===== src/rtl/seed_round_ctrl.sv =====
// seed_round_ctrl
//   Feistel round sequencer for the SEED datapath. Holds the 128-bit state
//   {L,R}, presents R to the round half-register and F function, folds the F
//   result into L on each committed round, and hands the final 128-bit block
//   to a consumer over a valid/ready handshake.
//
// Optional feature macro: SEED_ABORT_EN (adds the abort input).
//
// Ports
//   clk         in   1    clock
//   reset_n     in   1    asynchronous active-low reset
//   start       in   1    load plaintext and begin (sampled in IDLE only)
//   plaintext   in   128  {L0,R0}, L0 = [127:64]
//   start_f     in   1    key schedule has produced all subkeys
//   clk_en      in   1    round-advance qualifier
//   f_valid     in   1    F result valid for the current round
//   f_out       in   64   F(R, K_round)
//   abort       in   1    (SEED_ABORT_EN only) drop the operation, back to IDLE
//   right_out   out  64   current R
//   Rounds      out  4    current round index
//   sync        out  1    round committed this cycle; half-registers capture
//   busy        out  1    high outside IDLE
//   ct_valid    out  1    ciphertext valid
//   ct_ready    in   1    consumer accepts ciphertext
//   ciphertext  out  128  final {L,R}
//   dbg_state   out  2    FSM state (0 IDLE, 1 WAIT_KEY, 2 ROUND, 3 DONE)
//
// Handshake: a ciphertext transfer happens on a rising clock edge where
// ct_valid and ct_ready are both high. Once raised, ct_valid and ciphertext
// hold unchanged until that transfer; ct_ready while ct_valid is low is ignored.
module seed_round_ctrl #(
  parameter int NROUNDS = 16,
  parameter int HALF_W  = 64
) (
  input  logic                clk,
  input  logic                reset_n,
  input  logic                start,
  input  logic [2*HALF_W-1:0] plaintext,
  input  logic                start_f,
  input  logic                clk_en,
  input  logic                f_valid,
  input  logic [HALF_W-1:0]   f_out,
`ifdef SEED_ABORT_EN
  input  logic                abort,
`endif
  output logic [HALF_W-1:0]   right_out,
  output logic [3:0]          Rounds,
  output logic                sync,
  output logic                busy,
  output logic                ct_valid,
  input  logic                ct_ready,
  output logic [2*HALF_W-1:0] ciphertext,
  output logic [1:0]          dbg_state
);

  typedef enum logic [1:0] {
    S_IDLE     = 2'd0,
    S_WAIT_KEY = 2'd1,
    S_ROUND    = 2'd2,
    S_DONE     = 2'd3
  } state_t;

  state_t                r_state;
  state_t                w_state_nxt;
  logic [HALF_W-1:0]     r_l;
  logic [HALF_W-1:0]     r_r;
  logic [3:0]            r_rounds;
  logic [2*HALF_W-1:0]   r_ct;
  logic                  r_ct_valid;
  logic                  r_sync_q;

  logic                  w_abort;
  logic                  w_commit;
  logic                  w_last;
  logic                  w_hs;
  logic                  w_load;

`ifdef SEED_ABORT_EN
  assign w_abort = abort;
`else
  assign w_abort = 1'b0;
`endif

  // A round commits on a qualified cycle. r_sync_q blocks a commit in the
  // cycle right after another one, so sync can never be high twice in a row
  // even if clk_en is held high.
  assign w_commit = (r_state == S_ROUND) & f_valid & clk_en & start_f &
                    ~r_sync_q & ~w_abort;
  assign w_last   = (r_rounds == 4'(NROUNDS - 1));
  assign w_hs     = (r_state == S_DONE) & r_ct_valid & ct_ready & ~w_abort;
  assign w_load   = (r_state == S_IDLE) & start & ~w_abort;

  // State register
  always_ff @(posedge clk or negedge reset_n) begin
    if (!reset_n) begin
      r_state <= S_IDLE;
    end else begin
      r_state <= w_state_nxt;
    end
  end

  // Next-state logic
  always_comb begin
    w_state_nxt = r_state;
    if (w_abort) begin
      w_state_nxt = S_IDLE;
    end else begin
      case (r_state)
        S_IDLE:     if (start)               w_state_nxt = S_WAIT_KEY;
        S_WAIT_KEY: if (start_f)             w_state_nxt = S_ROUND;
        // start_f dropping here only stalls; there is no path back to WAIT_KEY.
        S_ROUND:    if (w_commit && w_last)  w_state_nxt = S_DONE;
        S_DONE:     if (w_hs)                w_state_nxt = S_IDLE;
        default:                             w_state_nxt = S_IDLE;
      endcase
    end
  end

  // Datapath
  always_ff @(posedge clk or negedge reset_n) begin
    if (!reset_n) begin
      r_l        <= '0;
      r_r        <= '0;
      r_rounds   <= '0;
      r_ct       <= '0;
      r_ct_valid <= 1'b0;
      r_sync_q   <= 1'b0;
    end else begin
      r_sync_q <= w_commit;
      if (w_abort) begin
        r_l        <= '0;
        r_r        <= '0;
        r_rounds   <= '0;
        r_ct_valid <= 1'b0;
      end else begin
        if (w_load) begin
          r_l      <= plaintext[2*HALF_W-1:HALF_W];
          r_r      <= plaintext[HALF_W-1:0];
          r_rounds <= '0;
        end
        if (w_commit) begin
          if (!w_last) begin
            r_l      <= r_r;
            r_r      <= r_l ^ f_out;
            r_rounds <= r_rounds + 4'd1;
          end else begin
            // Final round leaves the halves unswapped.
            r_ct       <= {r_l ^ f_out, r_r};
            r_ct_valid <= 1'b1;
          end
        end
        if (w_hs) begin
          r_ct_valid <= 1'b0;
          r_rounds   <= '0;
        end
      end
    end
  end

  assign right_out  = r_r;
  assign Rounds     = r_rounds;
  assign sync       = w_commit;
  assign busy       = (r_state != S_IDLE);
  assign ct_valid   = r_ct_valid;
  assign ciphertext = r_ct;
  assign dbg_state  = r_state;

endmodule

===== config.mk =====
export PLATFORM = sky130hd
export DESIGN_NAME = seed_round_ctrl
export DESIGN_NICKNAME = d
export VERILOG_FILES = /design/src/rtl/seed_round_ctrl.sv
export SDC_FILE = /design/constraint.sdc
export NUM_CORES = 1
export LEC_CHECK = 0
export CAP_MARGIN = 15
export CORE_MARGIN = 2
export CORE_UTILIZATION = 41
export CTS_CLUSTER_SIZE = 16
export DETAILED_ROUTE_END_ITERATION = 6
export HOLD_SLACK_MARGIN = 0.05
export PLACE_DENSITY = 0.77
export SLEW_MARGIN = 25
export SYNTH_ARGS = -nofsm -noshare
export SYNTH_HDL_FRONTEND = slang
export SYNTH_SLANG_ARGS = --single-unit

===== constraint.sdc =====
create_clock -name clk -period 2.25 [get_ports clk]
set_clock_uncertainty 0.1 [all_clocks]
set_input_delay 0.3375 -clock clk [delete_from_list [all_inputs] [get_ports clk]]
set_output_delay 0.3375 -clock clk [all_outputs]
set_load 0.005 [all_outputs]

==> results.sh <==
export IMPL_synth_nets=1233
export IMPL_ys_seq_elements=264
export IMPL_ys_flop_type="dfrtp_1"
export IMPL_grt_pass1_wl_um=54300
export IMPL_area_growth_pct=49.6
export IMPL_synth_edff_count=0
export IMPL_grt_antenna_before_repair=3
export IMPL_grt_start_max_net_pins=120
export IMPL_wirelength_um=35900
export IMPL_multi_input_comb_area_um2=4610
export IMPL_fin_cells=1844
export IMPL_clk_latency_ns=0.54
export IMPL_cts_sinks=264
export IMPL_seq_power_share_pct=40.7
export IMPL_clock_path_buffers=3
export IMPL_critPathKind="flip-flop to flip-flop"
export IMPL_maxCapViolCount=0
export IMPL_yosysSeqAreaShare_pct=57.3
export IMPL_io_buffer_count=399
export IMPL_leakage_nw=7.84
export IMPL_setup_viol=1
export IMPL_clock_power_share_pct=26.6
export IMPL_die_x_um=172
export IMPL_ios=400
export IMPL_yosysMostFrequentCell="dfrtp_1"
export IMPL_die_h_um=172
export IMPL_vdd_ir_drop_max_mv=0.645
export IMPL_gp_congestion=0.856
export IMPL_worst_slack_ns=-0.0181
export IMPL_intPower_mw=11.8
export IMPL_power_per_cell_area_nw_per_um2=1010
export IMPL_reg2regPathDepth=6
export IMPL_post_route_min_period_ns=2.27
export IMPL_hold_class="primary input to asynchronous set/reset pin"
export IMPL_min_period_over_period_pct=101
export IMPL_drt_iter0_drc=634
export IMPL_drive_above_1_share_pct=12.9
export IMPL_htree_num_levels=1
export IMPL_violations="negative setup slack"
export IMPL_dp_hpwl_um=24600
export IMPL_relSlewSlack_pct=65.2
export IMPL_drcViolationCount=0
export IMPL_avgSynthCellArea_um2=11.2
export IMPL_synth_top_cells_by_count="264 x dfrtp_1, 134 x nand2_1, 128 x o21ai_0"
export IMPL_synthCells=1029
export IMPL_worst_ep_arrival_time_ns=2.60
export IMPL_yosysTopAreaCell="dfrtp_1"
export IMPL_layout_nets=1647
export IMPL_ff2ff_setup_slack_ns=-0.02
export IMPL_synth_area_leaders="dfrtp_1 57%, mux2_2 6.2%, mux2i_1 5.6%"
export IMPL_p_comb_share_pct=32.6
export IMPL_synth_warning_count=0
export IMPL_route_vias_total=9579
export IMPL_viasPerCell=5.19
export IMPL_clkTransAtPathRegs_ns=0.06
export IMPL_dieArea_um2=29500
export IMPL_reg2reg_from="dbg_state[0]$_DFFE_PN0P_"
export IMPL_slew_violations=0
export IMPL_cts_root_buf="clkbuf_16"
export IMPL_switching_share_pct=32.3
export IMPL_finalHoldViolations=0
export IMPL_start_kind="flip-flop"
export IMPL_syn_area_um2=11500
export IMPL_synth_cell_type_count=31
export IMPL_grt_overflow=0
export IMPL_track_usage_pct=23.5
export IMPL_tightest_slew_ns=0.522
export IMPL_p_switching_mw=5.65
export IMPL_async_flop_share_pct=100
export IMPL_antenna_left=0
export IMPL_first_pass_iters=6
export IMPL_dp_cells=1785
export IMPL_start_util_pct=41.6
export IMPL_fmax_mhz=441
export IMPL_fillers=2223
export IMPL_reg2reg_to="dbg_state[1]$_DFFE_PN0P_"
export IMPL_required_ns=2.58
export IMPL_cts_inserted_buffers=29
export IMPL_core_area_um2=27700
export IMPL_power_total_mw=17.5
export IMPL_path_max_fanout=4
export IMPL_synth_top_area_share_pct=57.3
export IMPL_cts_tree="built"
export IMPL_rsz0062_at_grt="yes"
export IMPL_rows=61
export IMPL_wl_per_cell_um=19.5
export IMPL_status="complete, but fails checks"
export IMPL_ff_latch_area_um2=6610
export IMPL_end_kind="flip-flop"
export IMPL_grt_pass1_vias=9716
==> metrics by stage <==
stage / hold WS (ns) / area (um2) / setup TNS [ns] / setup slack, ns / util, %
detailed placement: 0.126 / 16200 / -14.95 / -0.173 / 58.5
finish: 0.153 / 17300 / -0.0181 / -0.0181 / 62.3
floorplan: -0.0581 / 11500 / -0.0412 / -0.0412 / -
global placement: 0.121 / 16200 / -12.19 / -0.127 / 58.5
global route: 0.155 / 17300 / -0.0678 / -0.0677 / 62.3
CTS: 0.141 / 17200 / 0 / 0.0395 / 61.9
==> routing by layer <==
metal | GRT usage, % | up-vias | routed length, um
met1 | 28.1 | 4686 | 14100
met5 | 0 | - | 0
met4 | 9.10 | 0 | 1210
li1 | - | 4442 | -
met2 | 39.4 | 376 | 17200
met3 | 7.43 | 75 | 3430
==> area by class of cell <==
| class | instances | area share [%] |
|---|---|---|
| tap | 378 | 2.74 |
| clock inverter | 11 | 0.529 |
| inverter | 6 | 0.131 |
| sequential | 264 | 38.3 |
| multi-input combinational | 681 | 26.7 |
| timing repair buffer | 461 | 26.7 |
| clock buffer | 40 | 4.85 |
| antenna | 3 | 0.0435 |
==> cells in the final DEF (no fill, tap or decap), types with 2 or more instances in the layout <==
cell and count:
ha_1 2, nand3_1 4, clkdlybuf4s50_1 395, clkbuf_1 4
buf_2 2, and3_1 65, clkbuf_8 7, buf_4 50
o21ai_0 128, mux2i_1 64, clkbuf_16 30, a21o_1 2
nand2_1 133, clkinvlp_4 3, dfrtp_1 264, diode_2 3
nor2_1 2, clkinv_2 6, buf_12 9, xnor2_1 64
or4_1 2, a21oi_1 69, mux2_2 64, ha_4 2
a211oi_1 64, inv_2 2, inv_1 4
==> how the worst max path moves through the flow <==
| stage | start | to | cells after the start |
|---|---|---|---|
| after floorplan | dbg_state[0]$_DFFE_PN0P_ | dbg_state[1]$_DFFE_PN0P_ | 7 |
| after global placement | start_f | ciphertext[116]$_DFFE_PN0P_ | 7 |
| after detailed placement | f_valid | ciphertext[116]$_DFFE_PN0P_ | 7 |
| after CTS | dbg_state[0]$_DFFE_PN0P_ | sync | 6 |
| after global routing | dbg_state[0]$_DFFE_PN0P_ | dbg_state[1]$_DFFE_PN0P_ | 6 |
| final | dbg_state[0]$_DFFE_PN0P_ | dbg_state[1]$_DFFE_PN0P_ | 6 |
==> registers in the layout, summed over array words and instances, names as in the netlist <==
register,flops
Rounds,4
ciphertext,128
ct_valid,1
dbg_state,2
r_l,64
r_sync_q,1
right_out,64
==> power groups by stage <==
stage	Combinational (mW)	Clock [mW]	Sequential [mW]
final	5.70	4.65	7.11
after floorplan	2.85	0	6.92
after global routing	6.30	4.94	7.28
after detailed placement	5.62	0	7.15
after global placement	5.45	0	7.12
after CTS	5.68	4.73	7.10
==> what timing repair did <==
action,in CTS,in global routing
setup buffers,0,3
gates cloned,0,1
endpoints found under the hold margin,264,0
hold buffers,1,0
setup endpoints to repair,2,62
gates resized for setup,9,6
pin swaps,0,4
==> cells by family (layout without fill, tap and decap cells) <==
logic type	after synthesis	after routing	synth area share, %
buffers and inverters	84	518	3.31
AOI/OAI and AO/OA	267	267	13.3
xor gates and xnor gates	65	65	4.94
DFF	264	264	57.3
adders and majority gates	5	5	0.542
other	0	3	0
muxes	129	129	11.9
and+or+nand+nor	215	215	8.71
==> critical path: stages, from the launching register on <==
cell       delay [ns]
dfrtp_1          0.38
inv_2            0.08
ha_4             0.16
nand2b_4         0.06
or4b_4           0.60
a2111oi_4        0.43
mux2_4           0.33
Power figures use the tool's default switching activity.
